==> config.mk <==
export PLATFORM = sky130hd
export DESIGN_NAME = uart_tx_arbiter
export DESIGN_NICKNAME = d
export VERILOG_FILES = /design/src/rtl/uart_tx_arbiter.sv
export SDC_FILE = /design/constraint.sdc
export NUM_CORES = 1
export LEC_CHECK = 0
export ABC_AREA = 1
export BUFFER_PORTS_ARGS = -buffer_cell sky130_fd_sc_hd__buf_2
export CAP_MARGIN = 20
export CORE_ASPECT_RATIO = 0.7
export CORE_MARGIN = 2
export CORE_UTILIZATION = 50
export DETAILED_ROUTE_END_ITERATION = 6
export GPL_TIMING_DRIVEN = 0
export PLACE_DENSITY_LB_ADDON = 0.1
export SLEW_MARGIN = 20
export SYNTH_ARGS = -nofsm -noshare
export SYNTH_HDL_FRONTEND = slang
export SYNTH_SLANG_ARGS = --single-unit
==> constraint.sdc <==
create_clock -name clk -period 4.73 [get_ports clk]
set_input_delay 0 -clock clk [delete_from_list [all_inputs] [get_ports clk]]
set_output_delay 0 -clock clk [all_outputs]
set_load 0.02 [all_outputs]
==> src/rtl/uart_tx_arbiter.sv <==
// Shares one UART TX byte channel between NUM_SRC producers.
// Grants are per message (round-robin, held until the last byte); a watchdog reclaims stalled grants.
module uart_tx_arbiter #(
  parameter int unsigned NUM_SRC = 4,
  parameter int unsigned SRC_W   = 2,
  parameter int unsigned TIMEOUT = 60000
) (
  input  logic                   clk,
  input  logic                   rst_n,
  input  logic [NUM_SRC*8-1:0]   src_data,
  input  logic [NUM_SRC-1:0]     src_valid,
  input  logic [NUM_SRC-1:0]     src_last,
  output logic [NUM_SRC-1:0]     src_ready,
  output logic [7:0]             uart_tx_data,
  output logic                   uart_tx_valid,
  input  logic                   uart_tx_ready,
  output logic [SRC_W-1:0]       grant_id,
  output logic                   busy,
  output logic [7:0]             timeout_count
);

  localparam int unsigned WD_W  = 16;
  localparam int unsigned CNT_W = 8;

  localparam logic [0:0] ST_IDLE  = 1'b0;
  localparam logic [0:0] ST_GRANT = 1'b1;

  logic [0:0]       r_state,   w_state_nxt;
  logic [SRC_W-1:0] r_ptr,     w_ptr_nxt;
  logic [SRC_W-1:0] r_grant,   w_grant_nxt;
  logic             r_busy,    w_busy_nxt;
  logic [7:0]       r_tx_data, w_tx_data_nxt;
  logic             r_tx_valid, w_tx_valid_nxt;
  logic [WD_W-1:0]  r_wd,      w_wd_nxt;
  logic [CNT_W-1:0] r_tmo,     w_tmo_nxt;

  logic [7:0]       w_bytes [NUM_SRC];
  logic [7:0]       w_sel_data;
  logic             w_sel_valid;
  logic             w_sel_last;
  logic             w_out_free;
  logic             w_accept;
  logic             w_found;
  logic [SRC_W-1:0] w_win;
  int unsigned      w_cand;

  for (genvar k = 0; k < NUM_SRC; k++) begin : g_bytes
    assign w_bytes[k] = src_data[k*8 +: 8];
  end

  assign w_sel_data  = w_bytes[r_grant];
  assign w_sel_valid = src_valid[r_grant];
  assign w_sel_last  = src_last[r_grant];
  assign w_out_free  = !r_tx_valid || uart_tx_ready;
  assign w_accept    = (r_state == ST_GRANT) && w_sel_valid && w_out_free;

  // Round-robin search starting just above the last winner, wrapping around.
  always_comb begin
    w_found = 1'b0;
    w_win   = r_ptr;
    w_cand  = '0;
    for (int unsigned i = 1; i <= NUM_SRC; i++) begin
      w_cand = 32'(r_ptr) + i;
      if (w_cand >= NUM_SRC) w_cand = w_cand - NUM_SRC;
      if (!w_found && src_valid[SRC_W'(w_cand)]) begin
        w_found = 1'b1;
        w_win   = SRC_W'(w_cand);
      end
    end
  end

  // Only the granted source sees ready, and only when the output register can take a byte.
  always_comb begin
    src_ready = '0;
    if (r_state == ST_GRANT && w_out_free) src_ready[r_grant] = 1'b1;
  end

  always_comb begin
    w_state_nxt    = r_state;
    w_ptr_nxt      = r_ptr;
    w_grant_nxt    = r_grant;
    w_busy_nxt     = r_busy;
    w_tx_data_nxt  = r_tx_data;
    w_tx_valid_nxt = r_tx_valid;
    w_wd_nxt       = r_wd;
    w_tmo_nxt      = r_tmo;

    if (r_tx_valid && uart_tx_ready) w_tx_valid_nxt = 1'b0;

    case (r_state)
      ST_IDLE: begin
        if (w_found) begin
          w_state_nxt = ST_GRANT;
          w_ptr_nxt   = w_win;
          w_grant_nxt = w_win;
          w_busy_nxt  = 1'b1;
          w_wd_nxt    = '0;
        end
      end
      ST_GRANT: begin
        if (w_accept) begin
          w_tx_data_nxt  = w_sel_data;
          w_tx_valid_nxt = 1'b1;
          w_wd_nxt       = '0;
          if (w_sel_last) begin
            w_state_nxt = ST_IDLE;
            w_busy_nxt  = 1'b0;
          end
        end else if (!w_sel_valid) begin
          // Pointer stays on the stalled source so it drops to lowest priority.
          if (r_wd == WD_W'(TIMEOUT - 1)) begin
            w_state_nxt = ST_IDLE;
            w_busy_nxt  = 1'b0;
            w_wd_nxt    = '0;
            if (r_tmo != '1) w_tmo_nxt = r_tmo + CNT_W'(1);
          end else begin
            w_wd_nxt = r_wd + WD_W'(1);
          end
        end
      end
      default: w_state_nxt = ST_IDLE;
    endcase
  end

  always_ff @(posedge clk or negedge rst_n) begin
    if (!rst_n) begin
      r_state    <= ST_IDLE;
      r_ptr      <= SRC_W'(NUM_SRC - 1);
      r_grant    <= '0;
      r_busy     <= 1'b0;
      r_tx_data  <= '0;
      r_tx_valid <= 1'b0;
      r_wd       <= '0;
      r_tmo      <= '0;
    end else begin
      r_state    <= w_state_nxt;
      r_ptr      <= w_ptr_nxt;
      r_grant    <= w_grant_nxt;
      r_busy     <= w_busy_nxt;
      r_tx_data  <= w_tx_data_nxt;
      r_tx_valid <= w_tx_valid_nxt;
      r_wd       <= w_wd_nxt;
      r_tmo      <= w_tmo_nxt;
    end
  end

  assign uart_tx_data  = r_tx_data;
  assign uart_tx_valid = r_tx_valid;
  assign grant_id      = r_grant;
  assign busy          = r_busy;
  assign timeout_count = r_tmo;

endmodule
==> results.cfg <==
[timing]
fmax_mhz = 521
skew_ps = 9.39
hold_violations = 0
tightest_slew_ps = 910
timing.final.ws_setup_ps = 2810
tns_ps = 0
period_share = 0.406
slew_headroom = 0.394
rsz0062_at_grt = no
setup_viol = 0
finalCriticalPeriod_ps = 1920
finalMaxSlewViolations = 0
whs_ps = 6.85

[grt]
first_global_vias = 2638
grt_pass1_wl_um = 12200
antenna_found_initial = 0
grt_max_degree = 40
grtUsageTotal = 0.244
gr-total-overflow = 0

[layout]
final_common_cell = nand2_1
drive_gt1_frac = 0.214
fin_area_mm2 = 0.00336
antenna_cells = 0
fin_nets = 535
final_cell_mix = 146 x nand2_1, 68 x buf_2, 42 x inv_1
final_core_util = 0.633
syn_to_final_growth_pct = 20.3
fin_cells = 563
n_fill_cell = 503
register_area_um2 = 978
multi_input_area_mm2 = 0.00155

[clocking]
ctsHtreeMaxLevel = 2
insertion_delay_ps = 290
root_buffer = clkbuf_8
cts_made_buffers = 5
cts_tree = built
clockBufferDepth = 2
post-cts-setup-buffers = 0
path_clk_slew_ps = 80
cts-resized-gates = 0
cts_sinks = 39

[critical_path]
reg2reg_slack_ps = 2810
cp_max_fo = 6
cp.arrival_ps = 2140
critical_path_class = flop to flop
endpoint_kind = flop
start_kind = flop
required_ps = 4950

[power_and_ir_drop]
cellLeakagePower_nw = 1.79
fin_total_pwr_mw = 1.66
ir_drop_v = 0.000431
powerDensity_mw_per_mm2 = 494

[floorplanning]
initial_core_util = 0.526
pin_count = 67
die_w_um = 93.3
dieArea_mm2 = 0.00621
fp.dieH_um = 66.5
fp-row-count = 22
core_area_mm2 = 0.00531

[drt]
drt_iter0_markers = 185
wl_per_cell_um = 12.8
vias = 2962
dr.pass1.iters = 5
antenna_left = 0
wirelength_um = 7200
route.detailed.drc = 0
via_per_inst = 5.26

[synthesis]
ys_types = 34
yosys.area.top_type = dfrtp_1
netlist_area_mm2 = 0.00279
yosys_register_bits = 39
syn-num-nets = 459
synth_warnings = 0
synth_cells = 414
yosysTopAreaCellShare = 0.332
ys_seq_area_frac = 0.350
yosys-top-cells-area = dfrtp_1 33%, nand2_1 20%, nand3_1 7.0%
synth.avg_cell_area_um2 = 6.75

[place]
post_dp_cell_area_mm2 = 0.00321
gp_congestion = 0.891
hpwl_um = 5450
preCtsSetupSlack_ps = 2840
place_inst = 552
port_buffers = 66

[flow_run]
maxCapViolCount = 0

[worst_hold_path]
hold_class = input port to flop

[outcome]
status = completed
[routing by layer]
| metal | up-vias | part of all wire | GRT usage |
|---|---|---|---|
| met5 | - | 0 | 0 |
| met3 | 9 | 0.061 | 0.0407 |
| li1 | 1507 | - | - |
| met4 | 0 | 0.0071 | 0.0386 |
| met2 | 96 | 0.44 | 0.386 |
| met1 | 1350 | 0.49 | 0.358 |
[logic make-up after synthesis]
family	after synthesis	synth area share
AND/OR/NAND/NOR	264	0.417
AO/OA/AOI/OAI	39	0.0963
adder cells (fa/ha/maj)	2	0.00896
XOR/XNOR	10	0.0314
buffers and inverters	60	0.0963
flip-flops	39	0.350
[flip-flops by register name, indices dropped and copies added, names as in the netlist]
| signal | count |
|---|---|
| r_wd | 16 |
| timeout_count | 8 |
| uart_tx_data | 8 |
| grant_id | 2 |
| r_ptr | 2 |
| busy | 1 |
| r_state | 1 |
| uart_tx_valid | 1 |
[worst paths after layout]
kind,startpoint,end,cells past startpoint
worst max-delay path,r_wd[0]$_DFFE_PN0P_,busy$_DFFE_PN0P_,9
worst min-delay path,src_data[27],uart_tx_data[3]$_DFFE_PN0P_,3
worst max register to register,r_wd[0]$_DFFE_PN0P_,busy$_DFFE_PN0P_,9
worst min register to register,r_wd[1]$_DFFE_PN0P_,r_wd[1]$_DFFE_PN0P_,2
max in group asynchronous,rst_n,r_wd[6]$_DFFE_PN0P_,2
min in group asynchronous,rst_n,r_wd[7]$_DFFE_PN0P_,2
[power by group]
| part | internal, mW | total (mW) | switching (mW) |
|---|---|---|---|
| registers | 0.421 | 0.482 | 0.0610 |
| clock network | 0.171 | 0.293 | 0.122 |
| logic | 0.298 | 0.886 | 0.588 |
| total | 0.889 | 1.66 | 0.771 |
[cell type report]
cell class | count | area share
plain buffers | 14 | 0.0287
clock buffers | 6 | 0.0246
clock inverters | 2 | 0.0104
inverters | 46 | 0.0514
multi-input cells | 315 | 0.460
flip-flops and latches | 39 | 0.291
well taps | 72 | 0.0268
repair buffers | 69 | 0.107
[what timing repair did]
item	in CTS	in global routing
endpoints found under the hold margin	38	1
endpoints found under the setup margin	0	0
hold buffers	2	1
[worst max-delay path, stage by stage, from the launching register on]
cell     delay, ps
dfrtp_1        440
ha_1           310
nand2_1        140
nor2_1         200
nand2_1         90
nor3_1         310
nand2_1         90
nand2_1        100
nand2_1         50
a21oi_1        110
[Yosys cell counts, drive strengths merged]
master / number
a22oi: 8
dfrtp: 37
xor2: 6
ha: 2
o21ai: 18
clkbuf: 4
nand2: 151
nor2: 40
or2: 1
inv: 46
dfstp: 2
o2111ai: 1
xnor2: 4
nand3: 40
o211ai: 2
nand4: 19
a21oi: 2
a41oi: 8
nand3b: 1
nor3: 12
buf: 10
Note: power is estimated with default switching activity, not from simulation.
